**src/rtl/fb_fill_engine.sv**
```systemverilog
// Rectangle-fill / buffer-swap initiator for the 128x96 framebuffer's 6502-style write port.
// First strobe one cycle after acceptance, then one strobe per 1+GAP cycles; CMD_READY only when idle.
module fb_fill_engine #(
  parameter int unsigned FB_WIDTH     = 128,
  parameter int unsigned FB_HEIGHT    = 96,
  parameter int unsigned BASE_ADDR    = 4096,
  parameter int unsigned GAP          = 1,
  parameter logic        VSYNC_ACTIVE = 1'b0
) (
  input  logic        CLK,
  input  logic        RESET_N,
  input  logic        CMD_VALID,
  output logic        CMD_READY,
  input  logic        CMD_OP,
  input  logic [6:0]  CMD_X,
  input  logic [6:0]  CMD_Y,
  input  logic [7:0]  CMD_W,
  input  logic [6:0]  CMD_H,
  input  logic [2:0]  CMD_COLOR,
  input  logic        CMD_VSYNC_WAIT,
  input  logic        VGA_VSYNC,
  output logic        BUS_CE_N,
  output logic        BUS_RW,
  output logic [14:0] BUS_ADDR,
  output logic [6:0]  BUS_DATA,
  output logic        BUSY,
  output logic        DONE
);

  typedef enum logic [1:0] {S_IDLE, S_STROBE, S_GAP, S_WAIT_VS} state_t;

  localparam logic [7:0]  WIDTH8     = 8'(FB_WIDTH);
  localparam logic [7:0]  HEIGHT8    = 8'(FB_HEIGHT);
  localparam logic [14:0] BASE15     = 15'(BASE_ADDR);
  localparam logic [3:0]  GAP_LOAD   = 4'(GAP - 1);
  localparam logic [6:0]  SWAP_DATA  = 7'b1000000;

  state_t      state, state_nxt;
  logic [7:0]  x, y, x_nxt, y_nxt;
  logic [7:0]  x_start, x_end, y_end;
  logic        op_swap;
  logic [3:0]  gap_cnt, gap_nxt;
  logic [14:0] addr_nxt;
  logic [6:0]  data_nxt;
  logic        done_nxt;
  logic        accept;
  logic        vs_meta, vs_sync;
  logic [7:0]  cmd_xe_raw, cmd_ye_raw, cmd_xe, cmd_ye;
  logic [7:0]  x_inc, y_inc;

  function automatic logic [14:0] pix_addr(input logic [7:0] px, input logic [7:0] py);
    return BASE15 + 15'(py) * 15'(FB_WIDTH) + 15'(px);
  endfunction

  // 8-bit sums cannot wrap: 127+128 and 127+96 both fit.
  assign cmd_xe_raw = {1'b0, CMD_X} + CMD_W;
  assign cmd_ye_raw = {1'b0, CMD_Y} + {1'b0, CMD_H};
  assign cmd_xe     = (cmd_xe_raw > WIDTH8)  ? WIDTH8  : cmd_xe_raw;
  assign cmd_ye     = (cmd_ye_raw > HEIGHT8) ? HEIGHT8 : cmd_ye_raw;
  assign x_inc      = x + 8'd1;
  assign y_inc      = y + 8'd1;
  assign accept     = (state == S_IDLE) && CMD_VALID;

  always_comb begin
    state_nxt = state;
    x_nxt     = x;
    y_nxt     = y;
    gap_nxt   = gap_cnt;
    addr_nxt  = BUS_ADDR;
    data_nxt  = BUS_DATA;
    done_nxt  = 1'b0;
    case (state)
      S_IDLE: begin
        if (CMD_VALID) begin
          x_nxt = {1'b0, CMD_X};
          y_nxt = {1'b0, CMD_Y};
          if (CMD_OP) begin
            if (!CMD_VSYNC_WAIT || vs_sync == VSYNC_ACTIVE) begin
              state_nxt = S_STROBE;
              addr_nxt  = BASE15;
              data_nxt  = SWAP_DATA;
            end else begin
              state_nxt = S_WAIT_VS;
            end
          end else if (cmd_xe <= {1'b0, CMD_X} || cmd_ye <= {1'b0, CMD_Y}) begin
            done_nxt = 1'b1;
          end else begin
            state_nxt = S_STROBE;
            addr_nxt  = pix_addr({1'b0, CMD_X}, {1'b0, CMD_Y});
            data_nxt  = {4'b0000, CMD_COLOR};
          end
        end
      end
      S_WAIT_VS: begin
        if (vs_sync == VSYNC_ACTIVE) begin
          state_nxt = S_STROBE;
          addr_nxt  = BASE15;
          data_nxt  = SWAP_DATA;
        end
      end
      S_STROBE: begin
        state_nxt = S_GAP;
        gap_nxt   = GAP_LOAD;
      end
      S_GAP: begin
        if (gap_cnt != 4'd0) begin
          gap_nxt = gap_cnt - 4'd1;
        end else if (op_swap) begin
          state_nxt = S_IDLE;
          done_nxt  = 1'b1;
        end else if (x_inc < x_end) begin
          state_nxt = S_STROBE;
          x_nxt     = x_inc;
          addr_nxt  = pix_addr(x_inc, y);
        end else if (y_inc < y_end) begin
          state_nxt = S_STROBE;
          x_nxt     = x_start;
          y_nxt     = y_inc;
          addr_nxt  = pix_addr(x_start, y_inc);
        end else begin
          state_nxt = S_IDLE;
          done_nxt  = 1'b1;
        end
      end
      default: state_nxt = S_IDLE;
    endcase
  end

  always_ff @(posedge CLK or negedge RESET_N) begin
    if (!RESET_N) begin
      vs_meta <= 1'b0;
      vs_sync <= 1'b0;
    end else begin
      vs_meta <= VGA_VSYNC;
      vs_sync <= vs_meta;
    end
  end

  // Bus and status outputs are registered from the next state so they lead the FSM by nothing.
  always_ff @(posedge CLK or negedge RESET_N) begin
    if (!RESET_N) begin
      state     <= S_IDLE;
      x         <= 8'd0;
      y         <= 8'd0;
      x_start   <= 8'd0;
      x_end     <= 8'd0;
      y_end     <= 8'd0;
      op_swap   <= 1'b0;
      gap_cnt   <= 4'd0;
      BUS_CE_N  <= 1'b1;
      BUS_RW    <= 1'b1;
      BUS_ADDR  <= 15'd0;
      BUS_DATA  <= 7'd0;
      BUSY      <= 1'b0;
      DONE      <= 1'b0;
      CMD_READY <= 1'b1;
    end else begin
      state     <= state_nxt;
      x         <= x_nxt;
      y         <= y_nxt;
      gap_cnt   <= gap_nxt;
      BUS_CE_N  <= (state_nxt != S_STROBE);
      BUS_RW    <= (state_nxt != S_STROBE);
      BUS_ADDR  <= addr_nxt;
      BUS_DATA  <= data_nxt;
      BUSY      <= (state_nxt != S_IDLE);
      DONE      <= done_nxt;
      CMD_READY <= (state_nxt == S_IDLE);
      if (accept) begin
        x_start <= {1'b0, CMD_X};
        x_end   <= cmd_xe;
        y_end   <= cmd_ye;
        op_swap <= CMD_OP;
      end
    end
  end

endmodule

```
**config.mk**
```make
export PLATFORM = sky130hd
export DESIGN_NAME = fb_fill_engine
export DESIGN_NICKNAME = d
export VERILOG_FILES = /design/src/rtl/fb_fill_engine.sv
export SDC_FILE = /design/constraint.sdc
export NUM_CORES = 1
export LEC_CHECK = 0
export ABC_CLOCK_PERIOD_IN_PS = 3300
export BUFFER_PORTS_ARGS = -buffer_cell sky130_fd_sc_hd__buf_4
export CORE_ASPECT_RATIO = 0.75
export CORE_UTILIZATION = 30
export CTS_CLUSTER_SIZE = 16
export DETAILED_ROUTE_END_ITERATION = 10
export PLACE_DENSITY_LB_ADDON = 0.25
export SLEW_MARGIN = 40
export SYNTH_ARGS = -nofsm -noshare
export SYNTH_HDL_FRONTEND = slang
export SYNTH_SLANG_ARGS = --single-unit
```
**constraint.sdc**
```tcl
create_clock -name CLK -period 3.3 [get_ports CLK]
set_clock_uncertainty 0.05 [all_clocks]
set_input_delay 0.165 -clock CLK [delete_from_list [all_inputs] [get_ports CLK]]
set_output_delay 0.165 -clock CLK [all_outputs]
set_load 0.02 [all_outputs]
```
## Word level (Yosys, flattened, before mapping)

Index checks and enable logic that the tools add are counted.

| storage, ports and cells | value |
|---|---|
| register bits | 74 |
| output and inout port bits | 27 |

| cells by class | value |
|---|---|
| add/sub/neg operators | 11 |
| $lt $le $gt $ge | 6 |
| equal/unequal tests | 14 |
| multiplexer cells | 50 |
| bitwise gates (word level) | 1 |
| reductions and logical operators | 17 |

Operators by type and width:

| kind | count |
|---|---|
| 15-bit two-way mux | 9 |
| 8-bit two-way mux | 12 |
| 15-bit case mux with 3 select lines | 1 |
| 7-bit two-way mux | 5 |
| 8-bit case mux with 2 select lines | 2 |
| 13-bit by 15-bit adder with 15-bit output, first input constant | 2 |
| 15-bit by 7-bit adder with 15-bit output | 2 |
| 8-bit by 1-bit adder with 8-bit output, second input constant | 2 |
| 8-bit by 7-bit less-or-equal comparator with 1-bit output | 2 |
| 8-bit less-than comparator | 2 |
| 13-bit by 14-bit adder with 15-bit output, first input constant | 1 |
| 15-bit by 8-bit adder with 15-bit output | 1 |
| 2-bit inequality test, second input constant | 7 |
| 7-bit case mux with 2 select lines | 1 |
| 2-bit two-way mux | 6 |
| 1-bit two-way mux | 10 |
| 5-bit AND reduction | 2 |
| 7-bit by 7-bit adder with 8-bit output | 1 |
| 7-bit by 8-bit adder with 8-bit output | 1 |
| 8-bit by 7-bit greater-than comparator with 1-bit output, second input constant | 1 |
| 8-bit greater-than comparator, second input constant | 1 |
| 2-bit case mux with 4 select lines | 1 |
| 4-bit case mux with 2 select lines | 1 |
| 8-bit AND reduction | 1 |
| other kinds (18) | 25 |

## Depth between registers and ports, before layout

Gate-level depths: netlist of the first run.

| depth | value |
|---|---|
| word-level depth | 10 |
| gate-level depth with buffers | 18 |
| depth with buffers taken out | 17 |

## Worst setup path before layout of the first run

OpenSTA, ideal clock, no wires.

| timing | value |
|---|---|
| path type | input to register |
| start | input port CMD_X[0] |
| end | register BUS_ADDR[10] |
| setup time | 0.125 ns |
| data arrival time | 3.983 ns |
| required time | 3.125 ns |
| slack | -0.858 ns |
| cell stages on the path | 18 |
| path buffers | 1 |
| cell sequence | ha_1 -> fa_1 -> a21o_1 -> a21oi_1 -> o21bai_1 -> a21oi_1 -> xnor2_1 -> o41ai_1 -> and2_1 -> ha_1 -> a31o_2 -> a21oi_1 -> o21ai_0 -> a21oi_1 -> a311oi_4 -> o311ai_4 -> buf_12 -> mux2_4 |

| between the ends | value |
|---|---|
| longest elaborated chain between the ends | 7 |
| elaborated cells on any way between the ends | 12 |

Ends and longest elaborated chain:

| item | line | source |
|---|---|---|
| start: declaration | 15 | `input logic [6:0] CMD_X,` |
| 7-bit by 8-bit adder with 8-bit output * | 56 | `assign cmd_xe_raw = {1'b0, CMD_X} + CMD_W;` |
| 8-bit greater-than comparator | 58 | `assign cmd_xe = (cmd_xe_raw > WIDTH8) ? WIDTH8 : cmd_xe_raw;` |
| 8-bit two-way mux * | 58 |  |
| named net cmd_xe[1] | 48 | `logic [7:0] cmd_xe_raw, cmd_ye_raw, cmd_xe, cmd_ye;` |
| 8-bit by 7-bit less-or-equal comparator with 1-bit output * | 85 | `end else if (cmd_xe <= {1'b0, CMD_X} \|\| cmd_ye <= {1'b0, CMD_Y}) begin` |
| 1-bit logical OR * | 85 |  |
| 3-bit inequality test (no line) * | -- |  |
| 8-bit AND reduction (no line) * | -- |  |
| end signal: assignment | 164 | `BUS_ADDR <= addr_nxt;` |
| end: declaration | 24 | `output logic [14:0] BUS_ADDR,` |

The timed path passes the listed nets; every way through them passes the cells marked *. The select of a mux whose other input is x is not followed.
A chain may end at the register's enable or synchronous reset.

## Worst setup path in the final report of the first run

| timing | value |
|---|---|
| start | input port CMD_Y[0] |
| end | register BUS_ADDR[4] |

| between the ends | value |
|---|---|
| longest elaborated chain between the ends | 7 |

Ends and longest elaborated chain:

| item | line | source |
|---|---|---|
| start: declaration | 16 | `input logic [6:0] CMD_Y,` |
| 7-bit by 7-bit adder with 8-bit output * | 57 | `assign cmd_ye_raw = {1'b0, CMD_Y} + {1'b0, CMD_H};` |
| 8-bit by 7-bit greater-than comparator with 1-bit output | 59 | `assign cmd_ye = (cmd_ye_raw > HEIGHT8) ? HEIGHT8 : cmd_ye_raw;` |
| 8-bit two-way mux * | 59 |  |
| named net cmd_ye[4] | 48 |  |
| 8-bit by 7-bit less-or-equal comparator with 1-bit output * | 85 |  |
| 1-bit logical OR * | 85 |  |
| 3-bit inequality test (no line) * | -- |  |
| 8-bit AND reduction (no line) * | -- |  |

The timed path passes the listed nets; every way through them passes the cells marked *.

==> flow_summary.toml, run 1 <==
[drt]
wl_mm = 14.5
drtIter0Drc = 203
route.detailed.drc = 5
drt_first_pass_iters = 9
vias = 4537
wl_per_cell_microns = 15.5
routed_via_density = 4.86
ant_nets = 0

[logic_synthesis]
synth_top_area_share_pct = 33.9
synth-main-ff-cell = "dfrtp_1"
synth_area_leaders = "dfrtp_1 (34%), ha_1 (12%), mux2_2 (5.1%), a21oi_1 (3.7%), nand2_1 (3.4%)"
synth_top_area_cell = "dfrtp_1"
synth_cells = 540
synth.avg_cell_area_sq_um = 9.44
synth-seq-cells = 71
synthArstFlopShare_pct = 100
synth_edf_count = 0
synth_warnings = 0
synth.yosys.seq_area_share_pct = 34.9
yosys.cell_types.count = 61
synthesis.area_sq_um = 5100

[clock_tree]
cts_tree = "done"
cts_max_level = 3
cts_inserted_buffers = 9
worst_skew_pair.late_latency_ns = 0.34
clockBufferDepth = 2
clk_pin_slew_worst_paths_ns = 0.06
numClockSinks = 71
cts-root-buf = "clkbuf_16"

[sta]
fin_crit_ns = 3.67
fmax_ghz = 0.273
report.final.slew_viol_count = 0
hold_viol = 0
worst_slack_ns = -0.367
worst_pin_slew_ns = 0.827
relSlewSlack_pct = 44.6
fin_tns_setup_ns = -7.49
rsz0062_at_grt = "yes"
post-route-period-util_pct = 111
final-setup-viol-count = 24

[outcome]
status = "finished, violations left"
failed_checks = "design-rule violations, negative setup slack"

[finish]
n_antenna_cell = 0
area_growth_pct = 43.5
nets = 806
n_fill_cell = 1572
fin_area_sq_um = 7310
drive_gt1_share_pct = 38.7

[setup_path]
worstSetupEndpointType = "register"
path_class = "in2reg"
start_kind = "input port"
cp.arrival_ns = 3.84
reg2reg_slack_ns = -0.12
crit_path_max_fanout = 8
worst-endpoint-required_ns = 3.47
reg2reg_depth = 14

[power]
ir_worst_vdd_mv = 0.359
p_leak_nw = 3.51
p_per_area_nw_per_um2 = 959

[floorplanning]
fp-row-count = 40
initial_core_util_pct = 31.3
core_sq_um = 16300
die_x_microns = 153
dieArea_sq_um = 17500
io_pins = 65
die_h_microns = 115

[flow_run]
maxCapViolCount = 0

[place]
postPlaceCellArea_sq_um = 6540
place.gp.congestion = 0.874
io_buffers = 61
dp_hpwl_mm = 11.1

[grt]
grt_max_degree = 72
track_usage_pct = 17.3
gr-total-overflow = 0
grt_pass1_wl_mm = 24.0
grt_pass1_vias = 4582
grt_antenna_before_repair = 0

[min_path]
hp-class = "in2reg"
min_path_cells = 2
[synthesized netlist by cell type (4+ instances only)]
| cell | number |
|---|---|
| dfrtp_1 | 69 |
| ha_1 | 48 |
| nand2_1 | 46 |
| nor2_1 | 44 |
| inv_1 | 40 |
| a21oi_1 | 38 |
| mux2_2 | 23 |
| o21ai_0 | 23 |
| xnor2_1 | 18 |
| clkbuf_1 | 16 |
| mux2i_1 | 15 |
| nand3_1 | 15 |
| o22ai_1 | 15 |
| mux2_4 | 9 |
| nor2b_1 | 9 |
| xor2_1 | 8 |
| and3_1 | 7 |
| a21o_1 | 6 |
| nor3_1 | 6 |
| o21a_1 | 6 |
| o31ai_1 | 6 |
| nand2b_1 | 5 |
| a31oi_1 | 4 |
| buf_4 | 4 |
[where the power goes]
group,internal [mW],switching [mW],total [mW],leakage (nW)
combinational,2.17,2.13,4.29,2.46
clock,0.819,0.387,1.21,0.174
sequential,1.24,0.274,1.51,0.873
total,4.22,2.79,7.01,3.51
[layout by cell type (no fill, tap or decap), types with 3 or more instances in the layout]
cell type      count
buf_4            177
dfrtp_1           69
nand2_1           45
ha_1              43
nor2_1            41
inv_1             40
a21oi_1           32
o21ai_0           21
xnor2_1           18
mux2_4            18
nand3_1           15
mux2_2            14
mux2i_1           13
o22ai_1           12
clkbuf_16          9
nor2b_1            8
xor2_1             7
and3_1             6
a21o_1             6
o21a_1             6
a21oi_2            6
buf_6              6
nor3_1             5
o31ai_1            5
nand2b_1           4
a31oi_1            4
ha_4               4
bufinv_16          4
nor2_2             3
nand4_1            3
o211ai_1           3
or2_2              3
o22ai_2            3
a22o_1             3
conb_1             3
dlygate4sd3_1      3
buf_8              3
[metal layers]
layer	GRT usage, %	routed length (microns)
met5	0	0
met4	3.77	117
met3	3.09	575
met2	26.3	6130
met1	25.4	7620
[stage by stage]
| step | cells | hold WS, ns | worst slack (ns) | power, mW | util [%] |
|---|---|---|---|---|---|
| floorplan | 542 | -0.181 | -0.583 | 3.95 | - |
| global placement | 893 | 0.228 | -0.770 | 5.29 | 40.1 |
| detailed placement | 893 | 0.192 | -0.877 | 5.40 | 40.1 |
| CTS | 933 | 0.0394 | -0.349 | 6.89 | 44.4 |
| global route | 933 | 0.0601 | -0.532 | 7.53 | 44.8 |
| finish | 933 | 0.0524 | -0.367 | 7.01 | 44.8 |
[logic make-up (layout without fill, tap and decap cells)]
family / after synthesis / count (layout) / share of synthesized area [%]
other: 1 / 3 / 0.0735
flip-flops: 71 / 71 / 34.9
AO/OA/AOI/OAI: 133 / 133 / 18.5
buffers and inverters: 64 / 245 / 5.37
multiplexers: 47 / 47 / 10.7
adder cells (fa/ha/maj): 50 / 50 / 12.6
AND/OR/NAND/NOR: 148 / 148 / 13.5
XOR/XNOR: 26 / 26 / 4.47
[area by class of cell]
class                           count  area, sq um  share of cell area [%]
Sequential cell                    71         1780                    24.3
Inverter                           40          150                    2.05
Timing Repair Buffer              189         1470                    20.1
Multi-Input combinational cell    407         3290                    45.0
Clock inverter                      5          129                    1.76
Clock buffer                       11          233                    3.18
Tap cell                          210          263                    3.59
[worst max-delay path: stages]
cell       delay [ns]
buf_8            0.10
ha_4             0.15
fa_2             0.35
a211o_1          0.31
and3_4           0.20
o311ai_4         0.26
o2111ai_4        0.19
nand2_4          0.12
nor3_4           0.04
ha_1             0.27
and3_4           0.18
nand4_1          0.15
a21oi_2          0.19
a31oi_4          0.12
a311oi_4         0.39
o311ai_4         0.13
buf_6            0.18
mux2_4           0.30
[sequential cells by signal (all words and copies together) (netlist names), 2 cells and up]
signal / cells
BUS_ADDR: 15
BUS_DATA: 4
gap_cnt: 4
state: 2
x: 8
x_end: 8
x_start: 7
y: 8
y_end: 8
[path summary, 6_finish.rpt]
path,end,start
hold reg to reg,vs_sync,vs_meta
hold / removal,DONE,CMD_OP
min in group asynchronous,x_start[1],RESET_N
setup reg to reg,BUS_ADDR[14],x[0]
setup / recovery,BUS_ADDR[4],CMD_Y[0]
max in group asynchronous,BUS_ADDR[9],RESET_N
[repair_timing]
item / CTS / global route
endpoints found under the setup margin: 26 / 39
endpoints found under the hold margin: 71 / 0
gates resized for setup: 32 / 19
buffers inserted: 21 / 5
hold buffers: 3 / 0
pin swaps: 9 / 8
Power figures use the tool's default switching activity.
==> run 2, diff against run 1 <==
--- a/config.mk
+++ b/config.mk
@@ -11,7 +11,9 @@
 export CORE_UTILIZATION = 30
 export CTS_CLUSTER_SIZE = 16
 export DETAILED_ROUTE_END_ITERATION = 10
+export GPL_TIMING_DRIVEN = 0
 export PLACE_DENSITY_LB_ADDON = 0.25
+export SKIP_CTS_REPAIR_TIMING = 1
 export SLEW_MARGIN = 40
 export SYNTH_ARGS = -nofsm -noshare
 export SYNTH_HDL_FRONTEND = slang
==> flow_summary.toml, run 2 (same netlist as run 1, synthesis figures left out) <==
[sta]
fin_crit_ns = 4.17
fmax_ghz = 0.240
relSlewSlack_pct = 34.8
fin_tns_setup_ns = -17.19
finalHoldWorstSlack_ns = 0.0842
rsz0062_at_grt = "yes"
worst_pin_slew_ns = 0.976
report.final.slew_viol_count = 0
hold_viol = 0
post-route-period-util_pct = 126
worst_slack_ns = -0.874
final-setup-viol-count = 24

[drt]
drtIter0Drc = 284
ant_nets = 0
routed_via_density = 5.08
route.detailed.drc = 4
wl_met1_mm = 7.74
highest-signal-layer = "met4"
dr_wl_met2_mm = 6.17
wl_met3_microns = 763
vias = 4385
drt_first_pass_iters = 10
wl_mm = 14.8
wl_per_cell_microns = 17.1

[setup_path]
worst-endpoint-required_ns = 3.47
crit_path_max_fanout = 6
path_class = "in2reg"
start_kind = "input port"
cp.arrival_ns = 4.34
worstSetupEndpointType = "register"

[power]
finalPower_mw = 7.01
p_per_area_nw_per_um2 = 1010
p_seq_share_pct = 22.0
pwr-share-comb_pct = 63.1
ir_worst_vdd_mv = 0.345
switching_share_pct = 42.1
p_sw_mw = 2.96
p_int_mw = 4.06
clkPwrFrac_pct = 14.9
p_leak_nw = 3.16

[clock_tree]
worst_skew_pair.late_latency_ns = 0.33
clk_pin_slew_worst_paths_ns = 0.06
cts_max_level = 3
numClockSinks = 71
cts-root-buf = "clkbuf_16"
cts_tree = "done"
clockBufferDepth = 2
cts_inserted_buffers = 9

[outcome]
failed_checks = "design-rule violations, negative setup slack"
status = "finished, violations left"

[finish]
n_fill_cell = 1551
nets = 738
area_growth_pct = 36.7
largest_reg_flops = 15
drive_gt1_share_pct = 33.9
layout_commonest_cell = "buf_4"
top_register = "BUS_ADDR"
multi_input_area_sq_um = 3470
register_area_sq_um = 1780
final_cell_mix = "buf_4 (86), dfrtp_1 (65), nand2_1 (44)"
n_antenna_cell = 0
fin_cells = 864

[grt]
grt_pass1_vias = 4090
grt_antenna_before_repair = 0
track_usage_pct = 16.3
gr-total-overflow = 0
grt_max_degree = 72
grt_pass1_wl_mm = 22.3

[min_path]
hp-class = "in2reg"

[floorplanning]
fp-row-count = 40
dieArea_sq_um = 17500
core_sq_um = 16300
initial_core_util_pct = 31.3
die_h_microns = 115
die_x_microns = 153
io_pins = 65

[place]
dp_slack_ns = -1.47
dp_hpwl_mm = 10.6
place.gp.congestion = 0.863
dp_cells = 813
io_buffers = 60

[flow_run]
maxCapViolCount = 0
[run 2: final timing paths]
| path | from | end | slack, ns | cells past startpoint |
|---|---|---|---|---|
| setup / recovery | CMD_W[0] | BUS_ADDR[7] | -0.87 | 21 |
| hold / removal | CMD_Y[1] | y[1] | 0.08 | 3 |
| setup reg to reg | x[3] | BUS_ADDR[7] | -0.28 | 14 |
| hold reg to reg | vs_meta | vs_sync | 0.30 | 0 |
| max in group asynchronous | RESET_N | y[2] | 2.30 | 2 |
| min in group asynchronous | RESET_N | x_start[3] | 0.37 | 2 |
[run 2: power groups by stage]
| stage | registers (mW) | logic [mW] | clock network [mW] |
|---|---|---|---|
| 2_1_floorplan | 1.60 | 2.35 | 0 |
| 3_3_place_gp | 1.50 | 3.36 | 0 |
| 3_5_place_dp | 1.51 | 3.43 | 0 |
| 4_1_cts | 1.50 | 3.46 | 1.06 |
| 5_1_grt | 1.59 | 4.79 | 1.09 |
| 6_report | 1.54 | 4.43 | 1.04 |
[run 2: critical path, stage by stage]
cell	delay (ns)
buf_8	0.10
ha_4	0.16
fa_2	0.33
a21o_1	0.20
a21oi_2	0.22
o21bai_1	0.12
a21oi_2	0.18
xnor2_2	0.12
o41ai_4	0.43
and2_4	0.23
ha_4	0.21
a31o_4	0.25
a21oi_4	0.15
o21ai_2	0.09
a21oi_4	0.19
a311oi_4	0.07
buf_6	0.17
o311ai_4	0.32
buf_12	0.17
clkbuf_16	0.16
mux2_4	0.29
[run 2: per-layer routing]
layer	vias up	global-route usage (%)
met5	-	0
met4	0	3.77
met3	13	3.17
met2	109	22.8
met1	2133	25.2
li1	2130	-
[run 2: final cells by class]
| class | instances | area share [%] |
|---|---|---|
| well taps | 210 | 3.77 |
| flip-flops and latches | 71 | 25.6 |
| plain buffers | 22 | 2.19 |
| multi-input cells | 407 | 49.7 |
| repair buffers | 99 | 12.0 |
| inverters | 40 | 2.15 |
| clock inverters | 5 | 1.20 |
| clock buffers | 10 | 3.29 |
[run 2: metrics by stage]
step / instance area (sq um) / util (%)
floorplan: 5150 / -
global placement: 5870 / 36.0
detailed placement: 5880 / 36.0
CTS: 6190 / 37.9
global route: 6970 / 42.7
finish: 6970 / 42.7
==> run 3, diff against run 2 <==
--- a/config.mk
+++ b/config.mk
@@ -6,11 +6,11 @@
 export NUM_CORES = 1
 export LEC_CHECK = 0
 export ABC_CLOCK_PERIOD_IN_PS = 3300
-export BUFFER_PORTS_ARGS = -buffer_cell sky130_fd_sc_hd__buf_4
 export CORE_ASPECT_RATIO = 0.75
 export CORE_UTILIZATION = 30
 export CTS_CLUSTER_SIZE = 16
 export DETAILED_ROUTE_END_ITERATION = 10
+export DONT_BUFFER_PORTS = 1
 export GPL_TIMING_DRIVEN = 0
 export PLACE_DENSITY_LB_ADDON = 0.25
 export SKIP_CTS_REPAIR_TIMING = 1
==> flow_summary.toml, run 3 (same netlist as run 1, synthesis figures left out) <==
[sta]
post-route-period-util_pct = 121
rsz0062_at_grt = "yes"
final-setup-viol-count = 25
report.final.slew_viol_count = 0
finalHoldWorstSlack_ns = -0.0111
worst_pin_slew_ns = 0.859
fmax_ghz = 0.251
relSlewSlack_pct = 42.7
fin_crit_ns = 3.98
hold_viol = 4
worst_slack_ns = -0.677

[setup_path]
worstSetupEndpointType = "register"
start_kind = "input port"
slowest_delay_ns = 0.44
cp.arrival_ns = 4.15
worst-endpoint-required_ns = 3.47
crit_chain = "ha_4, fa_2, a21o_1, a21oi_2, o21bai_1, a21oi_2, xnor2_2, o41ai_4, and2_4, ha_4, a31o_4, a21oi_4, o21ai_2, a21oi_4, a311oi_4, buf_6, o311ai_4, buf_6, buf_12, mux2_4"
cp_slowest_cell = "o41ai_4"
crit_path_max_fanout = 10
path_class = "in2reg"

[finish]
final_cell_mix = "dfrtp_1 (65), nand2_1 (45), nor2_1 (43)"
n_antenna_cell = 0
largest_reg_flops = 15
drive_gt1_share_pct = 23.2
n_fill_cell = 1612
nets = 669
layout_commonest_cell = "dfrtp_1"
area_growth_pct = 22.8
top_register = "BUS_ADDR"

[floorplanning]
io_pins = 65
die_x_microns = 153
core_sq_um = 16300
initial_core_util_pct = 31.3
fp-row-count = 40
dieArea_sq_um = 17500
die_h_microns = 115

[grt]
gr-total-overflow = 0
grt_antenna_before_repair = 0
grt_pass1_vias = 4054
track_usage_pct = 16.4
grt_pass1_wl_mm = 22.1
grt_max_degree = 72

[power]
p_leak_nw = 2.77
ir_worst_vdd_mv = 0.362
p_per_area_nw_per_um2 = 1010

[place]
dp_slack_ns = -1.36
io_buffers = 0
place.gp.congestion = 0.818
dp_hpwl_mm = 10.4

[drt]
routed_via_density = 5.17
wl_per_cell_microns = 18.0
drt_first_pass_iters = 9
vias = 4113
route.detailed.drc = 1
wl_mm = 14.3
drtIter0Drc = 252
ant_nets = 0

[clock_tree]
cts_tree = "done"
worst_skew_pair.late_latency_ns = 0.34
numClockSinks = 71
clockBufferDepth = 2
cts_max_level = 3
cts_inserted_buffers = 9
cts-root-buf = "clkbuf_16"
clk_pin_slew_worst_paths_ns = 0.06

[min_path]
hp-class = "in2reg"

[flow_run]
maxCapViolCount = 0

[outcome]
status = "finished, violations left"
failed_checks = "design-rule violations, negative hold slack, negative setup slack"
run 3: area by class of cell:
type	instances	area (sq um)	share of cell area, %
clock buffer	10	239	3.82
inverter	40	150	2.40
clock inverter	6	68.8	1.10
timing repair buffer	30	270	4.32
multi-input combinational	407	3340	53.4
buffer	22	140	2.24
tap	210	263	4.20
sequential	71	1780	28.5
run 3: where the power goes:
group	internal [mW]	switching, mW	total (mW)
Clock	0.610	0.403	1.01
Combinational	1.70	1.93	3.63
Sequential	1.24	0.448	1.69
Total	3.56	2.78	6.34
run 3: worst max-delay path, delay by kind of cell:
kind | cells | cell delay, ns
AO/OA/AOI/OAI | 11 | 2.13
buffers and inverters | 3 | 0.49
AND/OR/NAND/NOR | 1 | 0.23
multiplexers | 1 | 0.31
XOR/XNOR | 1 | 0.13
adder cells (fa/ha/maj) | 3 | 0.68
run 3: path summary, 6_finish.rpt:
| path | startpoint | endpoint | slack (ns) | cells after the start |
|---|---|---|---|---|
| hold reg to reg | vs_meta | vs_sync | 0.30 | 0 |
| hold / removal | CMD_X[3] | x[3] | -0.01 | 2 |
| setup / recovery | CMD_W[0] | BUS_ADDR[8] | -0.68 | 20 |
| max in group asynchronous | RESET_N | BUS_RW | 2.49 | 2 |
| min in group asynchronous | RESET_N | x[3] | 0.38 | 2 |
| setup reg to reg | y[4] | BUS_ADDR[8] | -0.24 | 15 |
run 3: stage by stage:
stage / instances / TNS, ns / utilization (%) / cell area [sq um] / power, mW
floorplan: 542 / -10.03 / - / 5150 / 3.95
global route: 796 / -15.07 / 38.4 / 6260 / 6.80
global placement: 752 / -35.15 / 33.2 / 5420 / 4.62
finish: 796 / -11.74 / 38.4 / 6260 / 6.34
CTS: 769 / -27.93 / 35.1 / 5730 / 5.75
detailed placement: 753 / -36.04 / 33.2 / 5420 / 4.69
run 3: per-layer routing:
| layer | up-vias | share of wire [%] | track usage [%] |
|---|---|---|---|
| li1 | 2005 | - | - |
| met1 | 2000 | 53 | 24.4 |
| met2 | 99 | 41 | 23.9 |
| met3 | 9 | 5.2 | 3.88 |
| met4 | 0 | 0.65 | 3.64 |
| met5 | - | 0 | 0 |
